$ cat config.mk
export PLATFORM = sky130hd
export DESIGN_NAME = bldc_encoder_emulator
export DESIGN_NICKNAME = d
export VERILOG_FILES = /design/src/rtl/bldc_pkg.sv /design/src/rtl/quad_nco.sv /design/src/rtl/bldc_encoder_emulator.sv
export SDC_FILE = /design/constraint.sdc
export NUM_CORES = 1
export LEC_CHECK = 0
export CORE_MARGIN = 8
export CORE_UTILIZATION = 45
export CTS_CLUSTER_SIZE = 40
export DETAILED_ROUTE_END_ITERATION = 8
export DONT_BUFFER_PORTS = 1
export GPL_TIMING_DRIVEN = 1
export PLACE_DENSITY = 0.61
export REMOVE_ABC_BUFFERS = 1
export SKIP_CTS_REPAIR_TIMING = 1
export SYNTH_ARGS = -nofsm -noshare
export SYNTH_HDL_FRONTEND = slang
export SYNTH_SLANG_ARGS = --single-unit
$ cat constraint.sdc
create_clock -name clk -period 22 [get_ports clk]
set_clock_uncertainty 0.05 [all_clocks]
set_input_delay 3.3 -clock clk [delete_from_list [all_inputs] [get_ports clk]]
set_output_delay 3.3 -clock clk [all_outputs]
set_load 0.02 [all_outputs]
$ cat src/rtl/bldc_pkg.sv
// Encodings shared between the BLDC ESC and its encoder plant model:
// quadrature Gray table, direction codes and speed saturation limits.
package bldc_pkg;

    localparam logic [1:0] DIR_FWD = 2'b10;
    localparam logic [1:0] DIR_REV = 2'b01;

    // Slot q holds the {a,b} code for quadrant q: 00, 01, 11, 10.
    localparam logic [7:0] QUAD_FWD = {2'b10, 2'b11, 2'b01, 2'b00};

    function automatic int sat_max(input int data_width);
        return (1 << (data_width - 1)) - 1;
    endfunction

    function automatic int sat_min(input int data_width);
        return -sat_max(data_width);
    endfunction

endpackage

$ cat src/rtl/quad_nco.sv
// Phase accumulator driven by model speed; top two phase bits are Gray-coded
// onto the quadrature outputs and quadrant steps are counted into a position.
module quad_nco
    import bldc_pkg::*;
#(
    parameter int DATA_WIDTH = 16
) (
    input  logic                  clk,
    input  logic                  reset,
    input  logic                  tick,
    input  logic                  enable,
    input  logic [DATA_WIDTH-1:0] step,
    output logic                  encoder_a,
    output logic                  encoder_b,
    output logic [DATA_WIDTH-1:0] position
);

    localparam int PW = DATA_WIDTH + 2;

    logic [PW-1:0] phase;
    logic [PW-1:0] phase_next;
    logic [1:0]    q_old;
    logic [1:0]    q_new;
    logic [1:0]    code;
    logic [1:0]    dir;

    // |step| is below one quadrant, so the quadrant moves by at most one per tick.
    always_comb begin
        phase_next = phase + {{2{step[DATA_WIDTH-1]}}, step};
        q_old      = phase[PW-1 -: 2];
        q_new      = phase_next[PW-1 -: 2];
        code       = QUAD_FWD[{q_new, 1'b0} +: 2];
        dir        = 2'b00;
        if (q_new == q_old + 2'd1) begin
            dir = DIR_FWD;
        end else if (q_new == q_old - 2'd1) begin
            dir = DIR_REV;
        end
    end

    always_ff @(posedge clk or posedge reset) begin
        if (reset) begin
            phase     <= '0;
            encoder_a <= 1'b0;
            encoder_b <= 1'b0;
            position  <= '0;
        end else if (tick && enable) begin
            phase     <= phase_next;
            encoder_a <= code[1];
            encoder_b <= code[0];
            case (dir)
                DIR_FWD: position <= position + DATA_WIDTH'(1);
                DIR_REV: position <= position - DATA_WIDTH'(1);
                default: ;
            endcase
        end
    end

endmodule

$ cat src/rtl/bldc_encoder_emulator.sv
// Motor plant model: measures PWM drive duty per window, runs a first-order
// speed model with gain and friction, and emits quadrature encoder signals.
module bldc_encoder_emulator
    import bldc_pkg::*;
#(
    parameter int DATA_WIDTH  = 16,
    parameter int WINDOW_LOG2 = 8,
    parameter int LAG_SHIFT   = 3
) (
    input  logic                  clk,
    input  logic                  reset,
    input  logic                  tick_en,
    input  logic                  enable,
    input  logic                  motor_positive,
    input  logic                  motor_negative,
    input  logic [7:0]            gain,
    input  logic [7:0]            friction,
    output logic                  encoder_a,
    output logic                  encoder_b,
    output logic [DATA_WIDTH-1:0] speed_o,
    output logic [DATA_WIDTH-1:0] position_o,
    output logic                  window_done,
    output logic                  fault
);

    localparam int CW = WINDOW_LOG2 + 1;
    localparam int EW = DATA_WIDTH + WINDOW_LOG2 + 10;
    localparam logic signed [EW-1:0] SAT_HI = EW'(sat_max(DATA_WIDTH));
    localparam logic signed [EW-1:0] SAT_LO = EW'(sat_min(DATA_WIDTH));

    logic [WINDOW_LOG2-1:0]       win_ctr;
    logic [CW-1:0]                pos_cnt;
    logic [CW-1:0]                neg_cnt;
    logic signed [DATA_WIDTH-1:0] speed;

    logic                         active;
    logic                         drive_fwd;
    logic                         drive_rev;
    logic                         shoot;
    logic                         win_last;
    logic [CW-1:0]                pos_next;
    logic [CW-1:0]                neg_next;
    logic signed [EW-1:0]         drive;
    logic signed [EW-1:0]         target;
    logic signed [EW-1:0]         s_ext;
    logic signed [EW-1:0]         s1;
    logic signed [EW-1:0]         fric;
    logic signed [EW-1:0]         s2;
    logic signed [DATA_WIDTH-1:0] speed_next;

    always_comb begin
        active    = tick_en & enable;
        drive_fwd = motor_positive & ~motor_negative;
        drive_rev = motor_negative & ~motor_positive;
        shoot     = motor_positive & motor_negative;
        win_last  = (win_ctr == '1);
        // The closing tick's own sample belongs to the window being evaluated.
        pos_next  = pos_cnt + CW'(drive_fwd);
        neg_next  = neg_cnt + CW'(drive_rev);
        drive     = $signed(EW'(pos_next)) - $signed(EW'(neg_next));
        target    = drive * $signed(EW'(gain));
        s_ext     = EW'(speed);
        s1        = s_ext + ((target - s_ext) >>> LAG_SHIFT);
        fric      = $signed(EW'(friction));
        if (s1 > fric) begin
            s2 = s1 - fric;
        end else if (s1 < -fric) begin
            s2 = s1 + fric;
        end else begin
            s2 = '0;
        end
        if (s2 > SAT_HI) begin
            speed_next = SAT_HI[DATA_WIDTH-1:0];
        end else if (s2 < SAT_LO) begin
            speed_next = SAT_LO[DATA_WIDTH-1:0];
        end else begin
            speed_next = s2[DATA_WIDTH-1:0];
        end
    end

    always_ff @(posedge clk or posedge reset) begin
        if (reset) begin
            win_ctr     <= '0;
            pos_cnt     <= '0;
            neg_cnt     <= '0;
            speed       <= '0;
            window_done <= 1'b0;
            fault       <= 1'b0;
        end else begin
            window_done <= 1'b0;
            if (tick_en && !enable) begin
                win_ctr <= '0;
                pos_cnt <= '0;
                neg_cnt <= '0;
                speed   <= '0;
            end else if (active) begin
                if (shoot) begin
                    fault <= 1'b1;
                end
                win_ctr <= win_ctr + WINDOW_LOG2'(1);
                if (win_last) begin
                    pos_cnt     <= '0;
                    neg_cnt     <= '0;
                    speed       <= speed_next;
                    window_done <= 1'b1;
                end else begin
                    pos_cnt <= pos_next;
                    neg_cnt <= neg_next;
                end
            end
        end
    end

    assign speed_o = speed;

    // The NCO sees the pre-update speed, so a window update affects the next tick.
    quad_nco #(
        .DATA_WIDTH(DATA_WIDTH)
    ) u_quad_nco (
        .clk      (clk),
        .reset    (reset),
        .tick     (tick_en),
        .enable   (enable),
        .step     (speed),
        .encoder_a(encoder_a),
        .encoder_b(encoder_b),
        .position (position_o)
    );

endmodule

==> flow_metrics.env <==
export IMPL_outcome="complete, no violations"
export IMPL_syn_to_final_growth_pct=5.39
export IMPL_ys_types=89
export IMPL_rows=60
export IMPL_die_w_um=180
export IMPL_worst_slew_pin_slew_ps=1080
export IMPL_wire_per_inst_um=16.9
export IMPL_numPortBuffers=0
export IMPL_final_antenna_net_count=0
export IMPL_yosysWarningCount=0
export IMPL_fin_cells=1764
export IMPL_crit_buf_inv=3
export IMPL_htree_levels=3
export IMPL_die_h_um=180
export IMPL_setup_slack_ps=6440
export IMPL_cts_tree="yes"
export IMPL_synth_top_area_share_pct=16.4
export IMPL_numClockSinks=79
export IMPL_final_setup_viol_count=0
export IMPL_cp_top_family="compound AO/OA/AOI/OAI gates"
export IMPL_synthTopCellsByArea="dfrtp_1, ha_1, fa_1"
export IMPL_use_met3_pct=2.84
export IMPL_timing_max_cap_violations=0
export IMPL_globalRouteOverflowTotal=0
export IMPL_fp_coreArea_um2=26700
export IMPL_cts_buffers=9
export IMPL_critical_path_required_ps=22210
export IMPL_firstDrtPassIters=5
export IMPL_cts_buffer_depth=2
export IMPL_dp_slack_ps=6220
export IMPL_ys_ff_latch=79
export IMPL_max_freq_mhz=64.3
export IMPL_grt_pass1_wl_um=49900
export IMPL_path_common_cell="ha_1"
export IMPL_clock_latency_ps=350
export IMPL_ys_flop_type="dfrtp_1"
export IMPL_grt_antenna_before_repair=0
export IMPL_hold_viol_final=0
export IMPL_synth_edf_count=0
export IMPL_fin_crit_ps=15560
export IMPL_place_inst=1748
export IMPL_seq_area_frac_synth_pct=16.4
export IMPL_grt_setup_unrepaired="false"
export IMPL_use_met1_pct=25.4
export IMPL_syn_inst=1436
export IMPL_use_met2_pct=30.0
export IMPL_max_stage_delay_ps=600
export IMPL_endpoint_kind="flip-flop"
export IMPL_cts_reportedPaths_clkPinSlew_ps=60
export IMPL_netlist_area_um2=12100
export IMPL_grt_util_all_layers_pct=18.6
export IMPL_initial_core_util_pct=45.3
export IMPL_drt_vias_per_instance=5.59
export IMPL_worstSetupPathType="input port to flip-flop"
export IMPL_slowest_stage="fa_1"
export IMPL_wl_um=29800
export IMPL_gp_congestion=0.911
export IMPL_drv_slew=0
export IMPL_grt_max_degree=80
export IMPL_startpoint_type="input port"
export IMPL_ios=58
export IMPL_arrival_ps=15770
export IMPL_hold_path_class="flip-flop to flip-flop"
export IMPL_n_antenna_cell=0
export IMPL_ys_async_sr_fraction_pct=100
export IMPL_nets=1682
export IMPL_cts_root_buf="clkbuf_16"
export IMPL_slew_headroom_pct=27.8
export IMPL_drt_iter0_drc=576
export IMPL_tns_ps=0
export IMPL_die_area_um2=32400
export IMPL_place_hpwl_um=24200
export IMPL_num_vias=9865
export IMPL_first_global_vias=9631
export IMPL_layout_common_cells="inv_1, ha_1, nand2_1"
export IMPL_yosys_area_top_type="dfrtp_1"
export IMPL_layout_drive_gt1_share_pct=4.92
export IMPL_cp_max_fo=19
export IMPL_drc_errors=0
export IMPL_final_common_cell="inv_1"
export IMPL_syn_avg_cell_area_um2=8.42
export IMPL_top_usage_layer="met2"
export IMPL_fin_crit_sh_pct=70.7
synth_stat cells, drive strengths merged (3+ instances only):
cell,count
nor2b,32
o21bai,6
a31oi,10
mux2i,3
o21ai,80
o41ai,7
xnor2,62
o31a,4
buf,14
a31o,4
a211o,4
nor3b,4
a311oi,8
nand3b,3
nand2,120
or3,12
nor3,37
or4,3
o21a,17
nor4,10
a21o,23
a21oi,68
o311ai,3
mux2,9
o22ai,5
xor2,33
and3,15
or2,10
o211ai,26
o2bb2ai,7
ha,152
clkbuf,25
fa,90
nand4,15
nand2b,13
a221oi,4
inv,177
and2,46
o31ai,6
a21boi,5
dfrtp,79
nor2,99
a22o,9
nand3,33
a211oi,15
flip-flops by register name (all words and copies together) (netlist names):
name,flops
fault,1
neg_cnt,9
pos_cnt,9
speed_o,16
u_quad_nco.encoder_b,1
u_quad_nco.phase,18
u_quad_nco.position,16
win_ctr,8
window_done,1
worst paths after layout:
path                                     start                      to  slack (ps)  depth (start not counted)
max                             motor_negative              speed_o[9]        6440                         46
min                        u_quad_nco.phase[6]     u_quad_nco.phase[6]         430                          2
max reg2reg                         neg_cnt[0]              speed_o[9]        9100                         45
min reg2reg                u_quad_nco.phase[6]     u_quad_nco.phase[6]         430                          2
max in group asynchronous                reset     u_quad_nco.phase[3]       18120                          2
min in group asynchronous                reset  u_quad_nco.position[8]        3120                          2
cells by family (layout without fill, tap and decap cells):
group | Yosys count | in the layout | synth area share [%]
adder cells (fa/ha/maj) | 243 | 243 | 30.7
AO/OA/AOI/OAI | 330 | 330 | 18.6
AND/OR/NAND/NOR | 459 | 459 | 19.1
flip-flops | 79 | 79 | 16.4
XOR/XNOR | 95 | 95 | 7.10
multiplexers | 12 | 12 | 1.09
buffers and inverters | 218 | 205 | 7.07
final cells by class:
cell class,instances,area (um2)
well taps,341,427
inverters,179,673
clock buffers,10,239
repair buffers,10,75.1
fillers,2567,13900
clock inverters,6,92.6
flip-flops and latches,79,1980
multi-input cells,1139,9250
routing by layer:
| metal | routed length (um) | vias to the layer above |
|---|---|---|
| li1 | - | 4941 |
| met3 | 1200 | 37 |
| met1 | 14300 | 4719 |
| met4 | 754 | 0 |
| met2 | 13500 | 168 |
| met5 | 0 | - |
metrics by stage:
| step | instance area, um2 | util [%] | hold slack (ps) |
|---|---|---|---|
| after floorplan | 11900 | - | 400 |
| after global placement | 12400 | 46.5 | 413 |
| after detailed placement | 12400 | 46.5 | 422 |
| after CTS | 12700 | 47.8 | 438 |
| after global routing | 12700 | 47.8 | 451 |
| final | 12700 | 47.8 | 434 |
worst register-to-register path, delay by kind of cell, from the launching register on:
kind                     cells  cell delay, ps
AO/OA/AOI/OAI               20            4930
adder cells (fa/ha/maj)     11            4530
buffers and inverters        3             480
flip-flops                   1             380
AND/OR/NAND/NOR             11            2450
Power is left out: the tool's default activity adds up to more than one toggle a clock period on the data nets, which glitch-free logic cannot reach.
